File: config.mk
export PLATFORM = sky130hd
export DESIGN_NAME = microwave_ctrl
export DESIGN_NICKNAME = d
export VERILOG_FILES = /design/src/rtl/microwave_ctrl.sv
export SDC_FILE = /design/constraint.sdc
export NUM_CORES = 1
export LEC_CHECK = 0
export BUFFER_PORTS_ARGS = -buffer_cell sky130_fd_sc_hd__buf_4
export CORE_AREA = 5 5 85 87
export DETAILED_ROUTE_END_ITERATION = 7
export DIE_AREA = 0 0 90 92
export PLACE_DENSITY_LB_ADDON = 0.15
export SYNTH_ARGS = -nofsm -noshare
export SYNTH_HDL_FRONTEND = slang
export SYNTH_SLANG_ARGS = --single-unit
File: constraint.sdc
create_clock -name clk -period 2 [get_ports clk]
set_input_delay 0.4 -clock clk [delete_from_list [all_inputs] [get_ports clk]]
set_output_delay 0.4 -clock clk [all_outputs]
set_load 0.01 [all_outputs]
File: src/rtl/microwave_ctrl.sv
// rtl/microwave_ctrl.sv - microwave oven controller: keypad entry, cook countdown, pause, done beeper.
// Optional done beeper enabled by defining DONE_BEEP_EN.
module microwave_ctrl #(
    parameter int unsigned TICK_DIV   = 50000000,
    parameter int unsigned BEEP_TICKS = 3
) (
    input  logic       clk,
    input  logic       clrn,
    input  logic       key_valid,
    input  logic [3:0] key_data,
    input  logic       start,
    input  logic       stop,
    input  logic       door_closed,
    input  logic       timer_zero,
    output logic       timer_loadn,
    output logic       timer_clrn,
    output logic       timer_en,
    output logic [3:0] timer_data,
    output logic       mag_on,
    output logic       beep,
    output logic [2:0] state
);

    typedef enum logic [2:0] {
        S_IDLE  = 3'd0,
        S_ENTRY = 3'd1,
        S_COOK  = 3'd2,
        S_PAUSE = 3'd3,
        S_DONE  = 3'd4
    } state_t;

    localparam int unsigned PW = (TICK_DIV > 1) ? $clog2(TICK_DIV) : 1;
    localparam logic [PW-1:0] PRESC_LAST = PW'(TICK_DIV - 1);

    state_t        st;
    logic [PW-1:0] presc;
    logic [1:0]    digits;

    logic start_ok;
    logic key_ok;

    assign start_ok = start && door_closed && !timer_zero;
    assign key_ok   = key_valid && (key_data <= 4'd9) && (digits != 2'd3);
    assign state    = st;

`ifdef DONE_BEEP_EN
    localparam int unsigned BEEP_CYCLES = BEEP_TICKS * TICK_DIV;
    localparam int unsigned BW = (BEEP_CYCLES > 1) ? $clog2(BEEP_CYCLES) : 1;
    localparam logic [BW-1:0] BEEP_LAST = BW'(BEEP_CYCLES - 1);

    logic [BW-1:0] beep_cnt;
    logic          beep_r;

    assign beep = beep_r;
`else
    // Always 0 for legal BEEP_TICKS; the parameter only matters with the beeper built in.
    assign beep = (BEEP_TICKS < 1);
`endif

    always_ff @(posedge clk or negedge clrn) begin
        if (!clrn) begin
            st          <= S_IDLE;
            presc       <= '0;
            digits      <= '0;
            timer_loadn <= 1'b1;
            timer_clrn  <= 1'b1;
            timer_en    <= 1'b0;
            timer_data  <= 4'd0;
            mag_on      <= 1'b0;
`ifdef DONE_BEEP_EN
            beep_r      <= 1'b0;
            beep_cnt    <= '0;
`endif
        end else begin
            timer_loadn <= 1'b1;
            timer_clrn  <= 1'b1;
            timer_en    <= 1'b0;
            mag_on      <= 1'b0;

            case (st)
                S_IDLE, S_ENTRY: begin
                    if (stop) begin
                        timer_clrn <= 1'b0;
                        digits     <= '0;
                        st         <= S_IDLE;
                    end else if (start_ok && st == S_ENTRY) begin
                        st     <= S_COOK;
                        presc  <= '0;
                        mag_on <= 1'b1;
                    end else if (key_ok) begin
                        timer_loadn <= 1'b0;
                        timer_data  <= key_data;
                        digits      <= digits + 2'd1;
                        st          <= S_ENTRY;
                    end
                end

                S_COOK: begin
                    // Exit checks come before the tick so no enable leaks out on the leaving edge.
                    if (timer_zero) begin
                        st     <= S_DONE;
                        digits <= '0;
`ifdef DONE_BEEP_EN
                        beep_r   <= 1'b1;
                        beep_cnt <= '0;
`endif
                    end else if (!door_closed || stop) begin
                        st <= S_PAUSE;
                    end else begin
                        mag_on <= 1'b1;
                        if (presc == PRESC_LAST) begin
                            presc    <= '0;
                            timer_en <= 1'b1;
                        end else begin
                            presc <= presc + PW'(1);
                        end
                    end
                end

                S_PAUSE: begin
                    if (stop) begin
                        timer_clrn <= 1'b0;
                        digits     <= '0;
                        st         <= S_IDLE;
                    end else if (start_ok) begin
                        st     <= S_COOK;
                        presc  <= '0;
                        mag_on <= 1'b1;
                    end
                end

                S_DONE: begin
                    digits <= '0;
`ifdef DONE_BEEP_EN
                    if (stop || key_valid || beep_cnt == BEEP_LAST) begin
                        beep_r <= 1'b0;
                        st     <= S_IDLE;
                    end else begin
                        beep_cnt <= beep_cnt + BW'(1);
                    end
`else
                    st <= S_IDLE;
`endif
                end

                default: st <= S_IDLE;
            endcase
        end
    end

endmodule

==> qor.csv, run 1 <==
stage,metric,value,unit
outcome,status,completed,
global_routing,initial antenna violation count,0,
global_routing,number of global-route vias before repair,1906,
floorplanning,Site Rows,29,
synth,Post-Syn Instances,236,
drt,post-detailed-route count of antenna-violating nets,0,
synth,#FFs+latches synth,39,
synth,fraction of registers with async set/reset,100.0,%
synth,mapped cell area,2183,um2
sta,setup ws final,0.1061,ns
place,gpl congestion,0.7827,
drt,Vias per Instance,5.544,
critical_path,kind of critical path,flop to flop,
sta,Clock Skews,0.007729,ns
floorplanning,Die X-Extent,90,um
place,Post-DP Area,2619,um2
critical_path,critical path arrival,2.10,ns
floorplanning,DIE AREA,8280,um2
final_layout,Area Overhead vs Synth,26.53,%
synth,Yosys Warn Count,0,
cts,CTS tree,built,
synth,"EDFF count, synth",0,
power_and_ir_drop,Int Power,1437,uW
floorplanning,die height,92,um
drt,TritonRoute pass-1 iters,4,
cts,root buf cell,clkbuf_8,
global_routing,GRT Util Overall,13.90,%
drt,drt drc,0,
final_layout,nets,295,
sta,Tmin final,1.894,ns
critical_path,Critical Path Source,state[2],
final_layout,total inserted antenna cells,0,
sta,Sum Neg Setup Slack,0,ns
cts,Hold Buf Count CTS,0,
power_and_ir_drop,clock power share,36.1,%
critical_path,Crit Path Max Fanout,19,
hold_path,worst min path class,primary input to async pin,
critical_path,Crit path depth,6,
cts,CTS Buf Count,5,
cts,H-tree depth,2,
drt,initial detailed-routing violation count,152,
cts,Post CTS Setup Buffer Count,0,
cts,"Clk pin slew, worst setup/hold paths",0.08,ns
place,dpl ws,-0.08044,ns
synth,post-synth cell types,46,
cts,Clock Tree Buf Depth,2,
critical_path,CP peak stage delay,0.49,ns
power_and_ir_drop,pwr/cell area,691.2,nW/um2
power_and_ir_drop,leakage power,0.001196,uW
synth,register area share after synthesis,44.81,%
place,Port-buffer cells,21,
sta,Worst Tran Pin Value,0.5076,ns
critical_path,Critical Path RT,2.21,ns
sta,Slew headroom,66.16,%
critical_path,worst r2r src,state[2],
power_and_ir_drop,sequential power share,46.8,%
cts,post-CTS sizing,0,
synth,Main synth FF type,dfrtp_1,
critical_path,Crit path buffers/inverters,1,
critical_path,slowest CP cell,or4b_4,
global_routing,first-pass GRT wire length,9446,um
place,Detail Placement HPWL,3811,um
floorplanning,# IOs,23,
synth,Mapped Avg Cell Area,9.251,um2
critical_path,worst reg-to-reg setup slack,0.11,ns
power_and_ir_drop,combinational power share,17.1,%
sta,Final Hold Vio Count,0,
power_and_ir_drop,VDD IR max,0.0003210,V
sta,Fmax achieved,528.0,MHz
critical_path,reg2reg end,presc[23],
power_and_ir_drop,sw frac,24.74,%
drt,DR WL/cell,15.06,um
flow_run,Max Cap Violations,0,
sta,"Period Utilization, post-route",94.69,%
critical_path,"critical path, cell by cell",or4b_4 -> or2_4 -> a31oi_4 -> buf_12 -> a41oi_1 -> a31oi_1,
synth,Synth Net Count,249,
sta,Final Setup Violations,0,
cts,clk_lat worst skew,0.29,ns
final_layout,layout cell share with drive strength beyond 1,28.62,%
critical_path,crit path launch type,flop,
floorplanning,Initial Util,34.78,%
global_routing,largest net degree at the start of global routing,40,
power_and_ir_drop,Switch Pwr,472.4,uW
floorplanning,Core Area,6277,um2
critical_path,Worst setup EP type,flop,
critical_path,R2R depth,6,
global_routing,grt total ovfl,0,
critical_path,"delay-heaviest family, CP",simple AND/OR/NAND/NOR gates,
sta,unrepaired setup endpoints after global routing,false,
cts,Sink Count,39,
drt,total number of vias,1996,
sta,Hold WS,0.07934,ns
sta,"Slew Viols, Final",0,
drt,drt total wl,5422,um
critical_path,CP Capture Point,presc[23],
final_layout,post-route cell area,2763,um2
-- worst min path at each step --
stage	from	endpoint	slack (ns)	cells past startpoint
6_report	clrn	state[2]	0.08	1
3_3_place_gp	clrn	presc[4]	0.42	1
5_1_grt	clrn	state[0]	0.12	1
2_1_floorplan	clrn	digits[0]	0.10	0
4_1_cts	clrn	state[0]	0.09	1
3_5_place_dp	clrn	presc[4]	0.42	1
-- per-layer routing --
layer  up-vias  GRT usage [%]  routed length, um
met3         8          2.700                190
met5         -              0                  0
met2        41          20.55               2480
met4         0          6.203                 85
met1       975          19.68               2665
li1        972              -                  -
-- synthesized netlist by cell type (5+ instances only) --
library cell | instances | area share [%]
dfrtp_1 | 37 | 42
nand2_1 | 30 | 5.2
a41oi_1 | 6 | 2.4
a31oi_1 | 21 | 6.0
inv_1 | 6 | 1.0
and3_1 | 11 | 3.2
a21oi_1 | 13 | 3.0
and2_1 | 5 | 1.4
nor2_1 | 13 | 2.2
mux2_2 | 5 | 2.6
nand3_1 | 13 | 3.0
o21ai_0 | 16 | 3.7
nand2b_1 | 5 | 1.4
-- kinds of logic (layout without fill, tap and decap cells) --
group	count (synthesis)	count (layout)	synth area share, %
other	1	1	0.1718
AND/OR/NAND/NOR	98	98	23.73
AO/OA/AOI/OAI	73	73	22.41
flip-flops	39	39	44.81
multiplexers	6	6	3.037
buffers and inverters	17	64	4.699
adder cells (fa/ha/maj)	2	2	1.146
-- power by group through the flow --
stage / clock network [uW] / logic [uW] / registers, uW
after global placement: 0 / 328 / 910
after detailed placement: 0 / 328 / 910
final: 689 / 327 / 894
after global routing: 745 / 367 / 903
after floorplan: 0 / 144 / 930
after CTS: 707 / 331 / 895
-- per-stage QoR --
step                util [%]  power [uW]  std cells
floorplan                  -        1074        236
global placement       41.72        1238        352
detailed placement     41.72        1239        352
CTS                    43.59        1933        360
global route           44.01        2015        360
finish                 44.01        1910        360
-- registers in the layout, summed over array words and instances (netlist names) --
signal and flops:
digits 2, mag_on 1, presc 26, state 3
timer_clrn 1, timer_data 4, timer_en 1, timer_loadn 1
-- placed cells by master, fill, tap and decap left out, types with 6 or more instances in the layout --
| cell type | synthesis | final |
|---|---|---|
| o21ai_0 | 16 | 16 |
| nand2_1 | 30 | 30 |
| a41oi_1 | 6 | 6 |
| clkbuf_8 | 0 | 6 |
| nor2_1 | 13 | 13 |
| a31oi_1 | 21 | 21 |
| a21oi_1 | 13 | 13 |
| and3_1 | 11 | 11 |
| nand3_1 | 13 | 13 |
| dfrtp_1 | 37 | 37 |
| buf_4 | 1 | 47 |
-- final cells by class --
class	instances	area, um2
fillers	631	3515
multi-input cells	180	1135
flip-flops and latches	39	978.4
repair buffers	50	412.9
well taps	77	96.34
clock buffers	6	82.58
clock inverters	2	35.03
inverters	6	22.52
(Power assumes the default switching activity.)
==> run 2, diff against run 1 <==
PLACE_DENSITY_LB_ADDON = unset   (was 0.15)
clock period = 1.6 ns   (was 2 ns; I/O delays follow)
==> run 2 against run 1 <==
Effect of this change:
- the run now ends with negative hold slack, negative setup slack left
- flip-flop and latch count stayed put
- non-clock buffer count increased by 54
- worst setup slack lost 0.39 ns
- largest cell class unchanged
==> qor.csv, run 2 (synthesized netlist as in run 1, its figures left out) <==
stage,metric,value,unit,change
critical_path,slowest CP cell,or4b_4,,
final_layout,layout cell share with drive strength beyond 1,43.79,%,+15 points
drt,Metal-1 WL,2742,um,+2.9%
floorplanning,die height,92,um,unchanged
hold_path,worst min path class,primary input to async pin,,
drt,met3 wire len,184,um,-3.2%
power_and_ir_drop,VDD IR max,0.0005762,V,+79%
drt,drt total wl,6000,um,+11%
cts,"Clk pin slew, worst setup/hold paths",0.08,ns,about the same
cts,CTS Buf Count,5,,unchanged
sta,"Slew Viols, Final",0,,unchanged
cts,root buf cell,clkbuf_8,,
place,dpl cells,395,,+12%
sta,Sum Neg Setup Slack,-6.949,ns,-6.949 ns
final_layout,most frequent cells in the layout,"92 x buf_4, 37 x dfrtp_1, 29 x nand2_1",,
global_routing,first-pass GRT wire length,9991,um,+5.8%
floorplanning,Initial Util,34.78,%,unchanged
sta,Final Hold Vio Count,8,,+8
drt,total number of vias,2192,,+9.8%
cts,Sink Count,39,,unchanged
floorplanning,Core Area,6277,um2,unchanged
place,Detail Placement HPWL,4041,um,+6.0%
final_layout,Largest register FFs,26,,unchanged
final_layout,"commonest non-fill, non-tap cell in the layout",buf_4,,
global_routing,grt total ovfl,0,,unchanged
critical_path,"delay-heaviest family, CP",simple AND/OR/NAND/NOR gates,,
drt,DR WL/cell,14.46,um,-4.0%
drt,drt drc,0,,unchanged
drt,post-detailed-route count of antenna-violating nets,0,,unchanged
critical_path,"critical path, cell by cell",or4b_4 -> buf_4 -> buf_6 -> a21o_4 -> inv_6 -> nand2_1 -> a21oi_1 -> o21ba_2,,
cts,CTS tree,built,,
floorplanning,Die X-Extent,90,um,unchanged
floorplanning,DIE AREA,8280,um2,unchanged
drt,Vias per Instance,5.282,,-4.7%
critical_path,crit path launch type,flop,,
sta,Clock Skews,0.006524,ns,-0.001205 ns
sta,unrepaired setup endpoints after global routing,true,,
outcome,status,finished with violations,,
critical_path,critical path arrival,2.07,ns,-0.03 ns
final_layout,Filler cells,554,,-12%
critical_path,CP peak stage delay,0.49,ns,about the same
outcome,failing checks,"negative hold slack, negative setup slack",,
power_and_ir_drop,leakage power,0.001512,uW,+26%
critical_path,kind of critical path,flop to flop,,
final_layout,nets,350,,+19%
drt,top layer in use,met4,,
power_and_ir_drop,PnR Total Power,2357,uW,+23%
floorplanning,# IOs,23,,unchanged
sta,setup ws final,-0.2822,ns,-0.3884 ns
sta,Tmin final,1.882,ns,-0.01163 ns
sta,Slew headroom,65.77,%,-0.38 points
final_layout,"Core Util, Final",52.52,%,+8.5 points
place,Port-buffer cells,21,,unchanged
global_routing,initial antenna violation count,0,,unchanged
drt,Routed met2 length,2998,um,+21%
flow_run,Max Cap Violations,0,,unchanged
place,gpl congestion,0.8157,,+4.2%
floorplanning,Site Rows,29,,unchanged
final_layout,total inserted antenna cells,0,,unchanged
final_layout,register with the most flip-flops,presc,,
drt,TritonRoute pass-1 iters,4,,unchanged
critical_path,Crit path buffers/inverters,3,,+2
cts,H-tree depth,2,,unchanged
sta,Hold WS,-0.006310,ns,-0.08565 ns
global_routing,GRT Util Overall,14.54,%,+0.64 points
critical_path,Worst setup EP type,flop,,
final_layout,Area Overhead vs Synth,51.00,%,
critical_path,Critical Path RT,1.79,ns,-0.42 ns
sta,Final Setup Violations,34,,+34
global_routing,largest net degree at the start of global routing,40,,unchanged
drt,initial detailed-routing violation count,71,,-53%
sta,Worst Tran Pin Value,0.5134,ns,+0.005757 ns
sta,Fmax achieved,531.3,MHz,+0.62%
global_routing,number of global-route vias before repair,2117,,+11%
place,dpl ws,-0.3529,ns,-0.2724 ns
cts,clk_lat worst skew,0.29,ns,about the same
power_and_ir_drop,pwr/cell area,714.8,nW/um2,+3.4%
sta,"Period Utilization, post-route",117.6,%,+23 points
final_layout,Layout Cells excl Fill,415,,+15%
cts,Clock Tree Buf Depth,2,,unchanged
critical_path,Crit Path Max Fanout,6,,-13
## run 2: changes by cell type in the layout (fill, tap and decap cells not counted), moves of 2 or more
| cell | before | now |
|---|---|---|
| a21oi_1 | 13 | 11 |
| buf_4 | 47 | 92 |
| buf_6 | 0 | 9 |
| clkinv_2 | 1 | 3 |
| mux2_2 | 5 | 1 |
| mux2_4 | 0 | 4 |
| o21ai_0 | 16 | 8 |
| o21ai_1 | 0 | 6 |
| o21ai_2 | 0 | 2 |
## run 2: cell type report
| cell class | instances | area [um2] | area share [%] |
|---|---|---|---|
| multi-input combinational | 180 | 1251 | 37.95 |
| inverter | 6 | 27.53 | 0.8349 |
| clock inverter | 3 | 15.01 | 0.4554 |
| tap | 77 | 96.34 | 2.922 |
| timing repair buffer | 104 | 852.1 | 25.84 |
| clock buffer | 5 | 68.82 | 2.087 |
| sequential | 39 | 978.4 | 29.68 |
| timing repair inverter | 1 | 7.507 | 0.2277 |
## run 2: what timing repair did
item	4_1_cts	5_1_grt
hold endpoints to repair	0	0
setup endpoints to repair	34	35
pin swaps	2	6
setup buffers	4	5
resized for setup	29	16
cloned	3	0
hold buffers	0	0
## run 2: final timing paths
path / startpoint / to / slack [ns] / cells after the start
max in group asynchronous: clrn / timer_loadn / 1.24 / 1
worst max-delay path: state[2] / presc[5] / -0.28 / 8
min in group clk: key_data[0] / timer_data[0] / 0.26 / 2
worst max register to register: state[2] / presc[5] / -0.28 / 8
worst min-delay path: clrn / timer_en / -0.006 / 1
worst min register to register: timer_data[1] / timer_data[1] / 0.52 / 1
## run 2: per-stage QoR
| stage | instance area (um2) | hold slack (ns) |
|---|---|---|
| 6_report | 3297 | -0.006310 |
| 5_1_grt | 3297 | 0.03434 |
| 4_1_cts | 3192 | 0.01386 |
| 3_5_place_dp | 2940 | 0.3384 |
| 3_3_place_gp | 2940 | 0.3353 |
| 2_1_floorplan | 2208 | 0.02441 |
## run 2: metal layers
| layer | vias up | track usage, % |
|---|---|---|
| li1 | 1081 | - |
| met1 | 1071 | 19.23 |
| met3 | 7 | 2.700 |
| met2 | 33 | 24.21 |
| met4 | 0 | 4.467 |
| met5 | - | 0 |
## run 2: worst reg2reg max path: stages (launching register included)
cell and delay, ns:
dfrtp_1 0.39, or4b_4 0.49, buf_4 0.15, buf_6 0.11
a21o_4 0.21, inv_6 0.09, nand2_1 0.06, a21oi_1 0.10
o21ba_2 0.17
## run 2: where the power goes
part / total, uW / switching [uW] / leakage [uW] / internal, uW
clock network: 659 / 360 / 0.0000477 / 299
logic: 581 / 238 / 0.000940 / 343
registers: 1120 / 46.0 / 0.000524 / 1070
total: 2360 / 644 / 0.00151 / 1710
